### config.mk
export PLATFORM = sky130hd
export DESIGN_NAME = aes_cbc_chain
export DESIGN_NICKNAME = d
export VERILOG_FILES = /design/src/rtl/aes_cbc_chain.sv
export SDC_FILE = /design/constraint.sdc
export NUM_CORES = 1
export LEC_CHECK = 0
export ABC_CLOCK_PERIOD_IN_PS = 1900
export CORE_AREA = 2 2 350 352
export DETAILED_ROUTE_END_ITERATION = 7
export DIE_AREA = 0 0 352 354
export PLACE_DENSITY_LB_ADDON = 0.08
export SYNTH_ARGS = -nofsm -noshare
export SYNTH_HDL_FRONTEND = slang
export SYNTH_SLANG_ARGS = --single-unit
### constraint.sdc
create_clock -name clk -period 1.9 [get_ports clk]
set_clock_uncertainty 0.1 [all_clocks]
set_input_delay 0.285 -clock clk [delete_from_list [all_inputs] [get_ports clk]]
set_output_delay 0.285 -clock clk [all_outputs]
set_load 0.05 [all_outputs]
### src/rtl/aes_cbc_chain.sv
// AES-128 CBC chaining wrapper around an external combinational AES core.
// Define AES_CBC_BLKCNT_EN to add the blk_cnt ciphertext block counter output.
module aes_cbc_chain #(
    parameter  int unsigned CORE_LAT = 1,
    localparam int unsigned BLK_W    = 128,
    localparam int unsigned BCNT_W   = 32
) (
    input  logic             clk,
    input  logic             rst,
    input  logic             iv_load,
    input  logic [BLK_W-1:0] iv_in,
    input  logic [BLK_W-1:0] key_in,
    input  logic             s_valid,
    output logic             s_ready,
    input  logic [BLK_W-1:0] s_data,
    output logic [BLK_W-1:0] core_in,
    output logic [BLK_W-1:0] core_key,
    input  logic [BLK_W-1:0] core_out,
    output logic             m_valid,
    input  logic             m_ready,
    output logic [BLK_W-1:0] m_data
`ifdef AES_CBC_BLKCNT_EN
    ,
    output logic [BCNT_W-1:0] blk_cnt
`endif
);
    localparam int unsigned CNT_W = 4;

    typedef enum logic [1:0] {
        IDLE = 2'd0,
        BUSY = 2'd1,
        OUT  = 2'd2
    } state_e;

    state_e           state_q, state_d;
    logic [BLK_W-1:0] chain_q, chain_d;
    logic [BLK_W-1:0] core_in_q, core_in_d;
    logic [BLK_W-1:0] key_q, key_d;
    logic [BLK_W-1:0] m_data_q, m_data_d;
    logic             m_valid_q, m_valid_d;
    logic [CNT_W-1:0] cnt_q, cnt_d;
`ifdef AES_CBC_BLKCNT_EN
    logic [BCNT_W-1:0] blk_cnt_q, blk_cnt_d;
`endif

    // Next-state logic; core_in/core_key only move on IV load or block accept
    always_comb begin
        state_d   = state_q;
        chain_d   = chain_q;
        core_in_d = core_in_q;
        key_d     = key_q;
        m_data_d  = m_data_q;
        m_valid_d = m_valid_q;
        cnt_d     = cnt_q;
`ifdef AES_CBC_BLKCNT_EN
        blk_cnt_d = blk_cnt_q;
`endif
        s_ready   = (state_q == IDLE) && !iv_load;

        case (state_q)
            IDLE: begin
                if (iv_load) begin
                    chain_d = iv_in;
                    key_d   = key_in;
`ifdef AES_CBC_BLKCNT_EN
                    blk_cnt_d = '0;
`endif
                end else if (s_valid) begin
                    core_in_d = s_data ^ chain_q;
                    cnt_d     = CNT_W'(CORE_LAT - 1);
                    state_d   = BUSY;
                end
            end
            BUSY: begin
                if (cnt_q == '0) begin
                    m_data_d  = core_out;
                    m_valid_d = 1'b1;
                    state_d   = OUT;
                end else begin
                    cnt_d = cnt_q - CNT_W'(1);
                end
            end
            OUT: begin
                // Ciphertext becomes the chain value once downstream takes it
                if (m_ready) begin
                    chain_d   = m_data_q;
                    m_valid_d = 1'b0;
                    state_d   = IDLE;
`ifdef AES_CBC_BLKCNT_EN
                    blk_cnt_d = blk_cnt_q + BCNT_W'(1);
`endif
                end
            end
            default: begin
                state_d = IDLE;
            end
        endcase
    end

    always_ff @(posedge clk) begin
        if (rst) begin
            state_q   <= IDLE;
            chain_q   <= '0;
            core_in_q <= '0;
            key_q     <= '0;
            m_data_q  <= '0;
            m_valid_q <= 1'b0;
            cnt_q     <= '0;
`ifdef AES_CBC_BLKCNT_EN
            blk_cnt_q <= '0;
`endif
        end else begin
            state_q   <= state_d;
            chain_q   <= chain_d;
            core_in_q <= core_in_d;
            key_q     <= key_d;
            m_data_q  <= m_data_d;
            m_valid_q <= m_valid_d;
            cnt_q     <= cnt_d;
`ifdef AES_CBC_BLKCNT_EN
            blk_cnt_q <= blk_cnt_d;
`endif
        end
    end

    assign core_in  = core_in_q;
    assign core_key = key_q;
    assign m_data   = m_data_q;
    assign m_valid  = m_valid_q;
`ifdef AES_CBC_BLKCNT_EN
    assign blk_cnt  = blk_cnt_q;
`endif

endmodule

[Word-level counts from Yosys, hierarchy flattened]
Cells that the tools add are included.
Storage, ports and cells
  flip-flop bits (word level): 519
  input port bits: 517
  output and inout bits: 386
  word-level logic and storage cells: 47
Operators by class
  $add $sub $neg: 1
  equality and inequality tests: 8
  mux-type cells: 15
  bitwise logic cells: 2
  reduce and logical (&&, ||, !) cells: 14
Operators with widths (count)
  $mux 128: 2
  $pmux 128 s2: 1
  $xor 128x128->128: 1
  $mux 4: 3
  $ne 2x2->1 const B: 6
  $reduce_and 3->1: 3
  $mux 2: 4
  $pmux 4 s2: 1
  $reduce_and 4->1: 2
  $pmux 2 s3: 1
  $reduce_bool 2->1: 3
  $logic_not 4->1: 1
  $reduce_and 2->1: 2
  $sub 4x1->4 const B: 1
  $eq 2x1->1 const B: 1
  $eq 2x2->1 const B: 1
  $logic_not 2->1: 1
  $mux 1: 2
  $pmux 1 s2: 1
  $logic_and 1x1->1: 1
  $logic_not 1->1: 1
  $not 1->1: 1

[Depth between registers and ports, before layout]
  depth in word-level cells: 3
  depth in mapped cells: 8
  mapped depth without buffers: 5

[Worst setup path after synthesis]
Ideal clock, no wire load.
  path kind: register to output
  from: register state_q[1]
  to: output port s_ready
  arrival time: 1592 ps
  setup slack: -77 ps
  cell stages (with the launch flop): 3
  cells stage by stage: dfxtp_1 -> buf_4 -> nor3_1
On the way
  longest elaborated chain between the ends: 2
Ends and longest elaborated chain
  start, declared: line 35  | state_e state_q, state_d;
  start signal, assigned: line 113  | state_q <= state_d;
  $logic_not 2->1: line 58  | s_ready = (state_q == IDLE) && !iv_load;
  $logic_and 1x1->1: line 58
  end, declared: line 14  | output logic s_ready,
Every way passes these cells.

[Worst setup path in the final report]
  from: register state_q[1]
  to: register chain_q[67]
On the way
  longest elaborated chain between the ends: 3
Ends and longest elaborated chain
  $eq 2x2->1 or $logic_not 2->1 (tied branches): line 60  | case (state_q)
  $ne 2x2->1 (no line) or $reduce_bool 2->1 (tied branches)
  $reduce_and 3->1 (no line)
  end signal, assigned: line 114  | chain_q <= chain_d;
  end, declared: line 36  | logic [BLK_W-1:0] chain_q, chain_d;
Several ways; a longest one is shown, not always the timed one.
A chain may end at the register's enable or synchronous reset.

==> impl_metrics.ini <==
[clock_tree]
numCtsBuffers = 70
ctsHtreeMaxLevel = 3
cts_tree = done
clock_tree.root_cell = clkbuf_16
clock_latency_ps = 630
clkSinkCount = 519
clk_pin_slew_worst_paths_ps = 60
max-clock-path-buffers = 3

[synthesis]
synthXorXnorAreaFrac_pct = 5.352
netlist_instances = 2339
ys_seq_area_share_pct = 49.61
ys_async_sr_fraction_pct = 0
synth_adder_area_share_pct = 0.05974
syn_avg_cell_area_um2 = 8.955
yosys_warnings = 0
synth-seq-cells = 519
yosysUniqueCellTypes = 36
synth_top_family_by_area = compound AO/OA/AOI/OAI gates
synth_edf_count = 0
syn-cell-area_um2 = 20950
synthFlopType = dfxtp_1
synth_fp_nets = 2857
synth_compound_area_share_pct = 22.44
synth_mux_area_share_pct = 6.243
synthSimpleGateAreaFrac_pct = 10.80

[final_layout]
layout_commonest_cell = dfxtp_1
final_area_um2 = 34400
drive_gt1_share_pct = 20.09
final_cells = 4896
layout_common_cells = dfxtp_1 (516), clkdlybuf4s50_1 (515), buf_4 (409)
final_nets = 3733
syn_to_final_growth_pct = 64.23

[detailed_routing]
drtIter0Drc = 966
wl_per_cell_um = 22.88
firstDrtPassIters = 5
num_vias = 20986
vias_per_cell = 4.286
ant_nets = 0
wl_um = 112000
drc = 0

[global_routing]
grt_pass1_vias = 20837
grt_max_degree = 92
grt_pass1_wl_um = 155200
grt.total_usage_pct = 16.92
overflow = 0
antenna_found_initial = 33

[worst_setup_path]
worst-endpoint-required_ps = 2270
ff2ff_path_depth = 7
crit_path_start = state_q[1]$_SDFFE_PP0P_
endpoint = chain_q[67]$_SDFFE_PP0P_
crit_path_max_incr_delay_ps = 360
path_depth = 7
reg2reg_to = chain_q[67]$_SDFFE_PP0P_
r2r-start = state_q[1]$_SDFFE_PP0P_
path_cells = buf_4, nand2b_4, buf_12, buf_12, mux2i_1, buf_4, a311oi_1
path_class = reg2reg
crit_buf_inv = 4
startpoint_type = flip-flop
crit_slowest_cell = mux2i_1
reg2reg_slack_ps = 60
cp-end-kind = flip-flop
critical-path-top-delay-family = buffers and inverters
crit_fanout = 13
crit_arrival_ps = 2210

[placement]
numPortBuffers = 902
dp_hpwl_um = 85020
dpl-instance-area_um2 = 31710
gp_congestion = 0.8033
placed_cells = 4747

[power_and_ir_drop]
p_total_mw = 32.20
p_per_area_nw_per_um2 = 936.1
cellLeakagePower_nw = 13.44
ir_drop_uv = 484.1

[min_path]
min_path_type = in2reg

[floorplanning]
coreArea_um2 = 120900
rows = 128
initial_core_util_pct = 17.32
io_pins = 903
dieWidth_um = 352
die_y_um = 354
fp.dieArea_um2 = 124600

[sta]
fin_crit_sh_pct = 96.64
rsz0062_at_grt = yes
setup_tns_ps = 0
setup_viol = 0
clock.fmax_ghz = 0.5446
min_period_ps = 1836
worstMarginPinSlew_ps = 596.7
maxSlewHeadroom_pct = 60.22
maxSlewViolCount = 0
hold_viol_final = 0

[outcome]
status = finished, final reports clean

[job]
cap_violations = 0
==> synthesized netlist by cell type (2+ instances only) <==
library cell	instances	area, um2
mux2i_1	128	1281
a311oi_1	128	1121
nand3b_1	2	15.01
or3b_2	2	17.52
nand3_1	130	650.6
clkbuf_1	132	495.5
o211ai_1	2	15.01
xnor2_1	128	1121
nor3b_1	2	15.01
buf_2	84	420.4
o21ai_1	3	15.01
o21ai_0	125	625.6
a211oi_1	128	960.9
nor2_1	132	495.5
nand2b_1	2	12.51
nand2_1	256	960.9
buf_6	3	33.78
buf_4	21	157.7
dfxtp_1	519	10390
nor3_1	5	25.02
a21oi_1	387	1937
clkbuf_4	4	30.03
inv_1	3	11.26
==> worst min-delay path by stage <==
stage | startpoint | slack, ps | endpoint | depth (start not counted)
detailed placement | core_key[44]$_SDFFE_PP0P_ | 350 | core_key[44]$_SDFFE_PP0P_ | 2
finish | key_in[54] | 100 | core_key[54]$_SDFFE_PP0P_ | 3
global placement | core_key[2]$_SDFFE_PP0P_ | 340 | core_key[2]$_SDFFE_PP0P_ | 2
floorplan | key_in[0] | 320 | core_key[0]$_SDFFE_PP0P_ | 2
CTS | key_in[54] | 30 | core_key[54]$_SDFFE_PP0P_ | 3
global route | key_in[56] | 50 | core_key[56]$_SDFFE_PP0P_ | 3
==> timing repair <==
action                                 in CTS  in global routing
setup endpoints to repair                  59                143
hold buffers                                1                  0
resized for setup                         179                 13
endpoints found under the hold margin      19                  0
setup buffers                               2                 13
cloned                                      0                  6
pin swaps                                   1                  3
==> state kept, by name (all words and copies together) (netlist names) <==
| name | cells |
|---|---|
| chain_q | 128 |
| core_in | 128 |
| core_key | 128 |
| m_data | 128 |
| cnt_q | 4 |
| state_q | 2 |
| m_valid | 1 |
==> power breakdown <==
group	switching (mW)	internal [mW]	total [mW]
Clock	5.32	7.97	13.3
Combinational	3.89	2.84	6.73
Sequential	0.537	11.6	12.2
Total	9.75	22.5	32.2
==> worst reg2reg max path, cell delays in order, from the launching register on <==
cell      delay [ps]
dfxtp_2          340
buf_4            160
nand2b_4         100
buf_12           200
buf_12           190
mux2i_1          370
buf_4            170
a311oi_1          70
==> metal layers <==
layer  GRT usage [%]  wire (um)  share of wire, %
met1           19.32      44950                40
met2           29.71      55970                50
met5               0        286              0.26
met3           6.366       8686               7.8
met4           3.991       2123               1.9
==> cell type report <==
cell class                      instances  area (um2)
Multi-Input combinational cell       1572        9488
Antenna cell                           10       25.02
Fill cell                           12822       86520
Inverter                                4       27.53
Sequential cell                       519       10400
Timing Repair Buffer                 1048       10180
Clock buffer                          103        2047
Clock inverter                         15       196.4
Tap cell                             1625        2033
==> stage by stage <==
| step | hold slack [ps] | worst slack, ps | utilization, % |
|---|---|---|---|
| final | 101.0 | 63.86 | 28.45 |
| after floorplan | 321.0 | 242.1 | - |
| after global placement | 342.4 | -265.9 | 26.23 |
| after CTS | 33.16 | -11.08 | 28.17 |
| after detailed placement | 349.0 | -312.6 | 26.23 |
| after global routing | 53.30 | -35.32 | 28.44 |
==> cell families after synthesis <==
| family | Yosys count |
|---|---|
| and+or+nand+nor | 537 |
| muxes | 130 |
| buffers and inverters | 248 |
| xor gates and xnor gates | 128 |
| DFF | 519 |
| AOI/OAI and AO/OA | 776 |
| adders and majority gates | 1 |
Note: power is estimated with default switching activity, not from simulation.
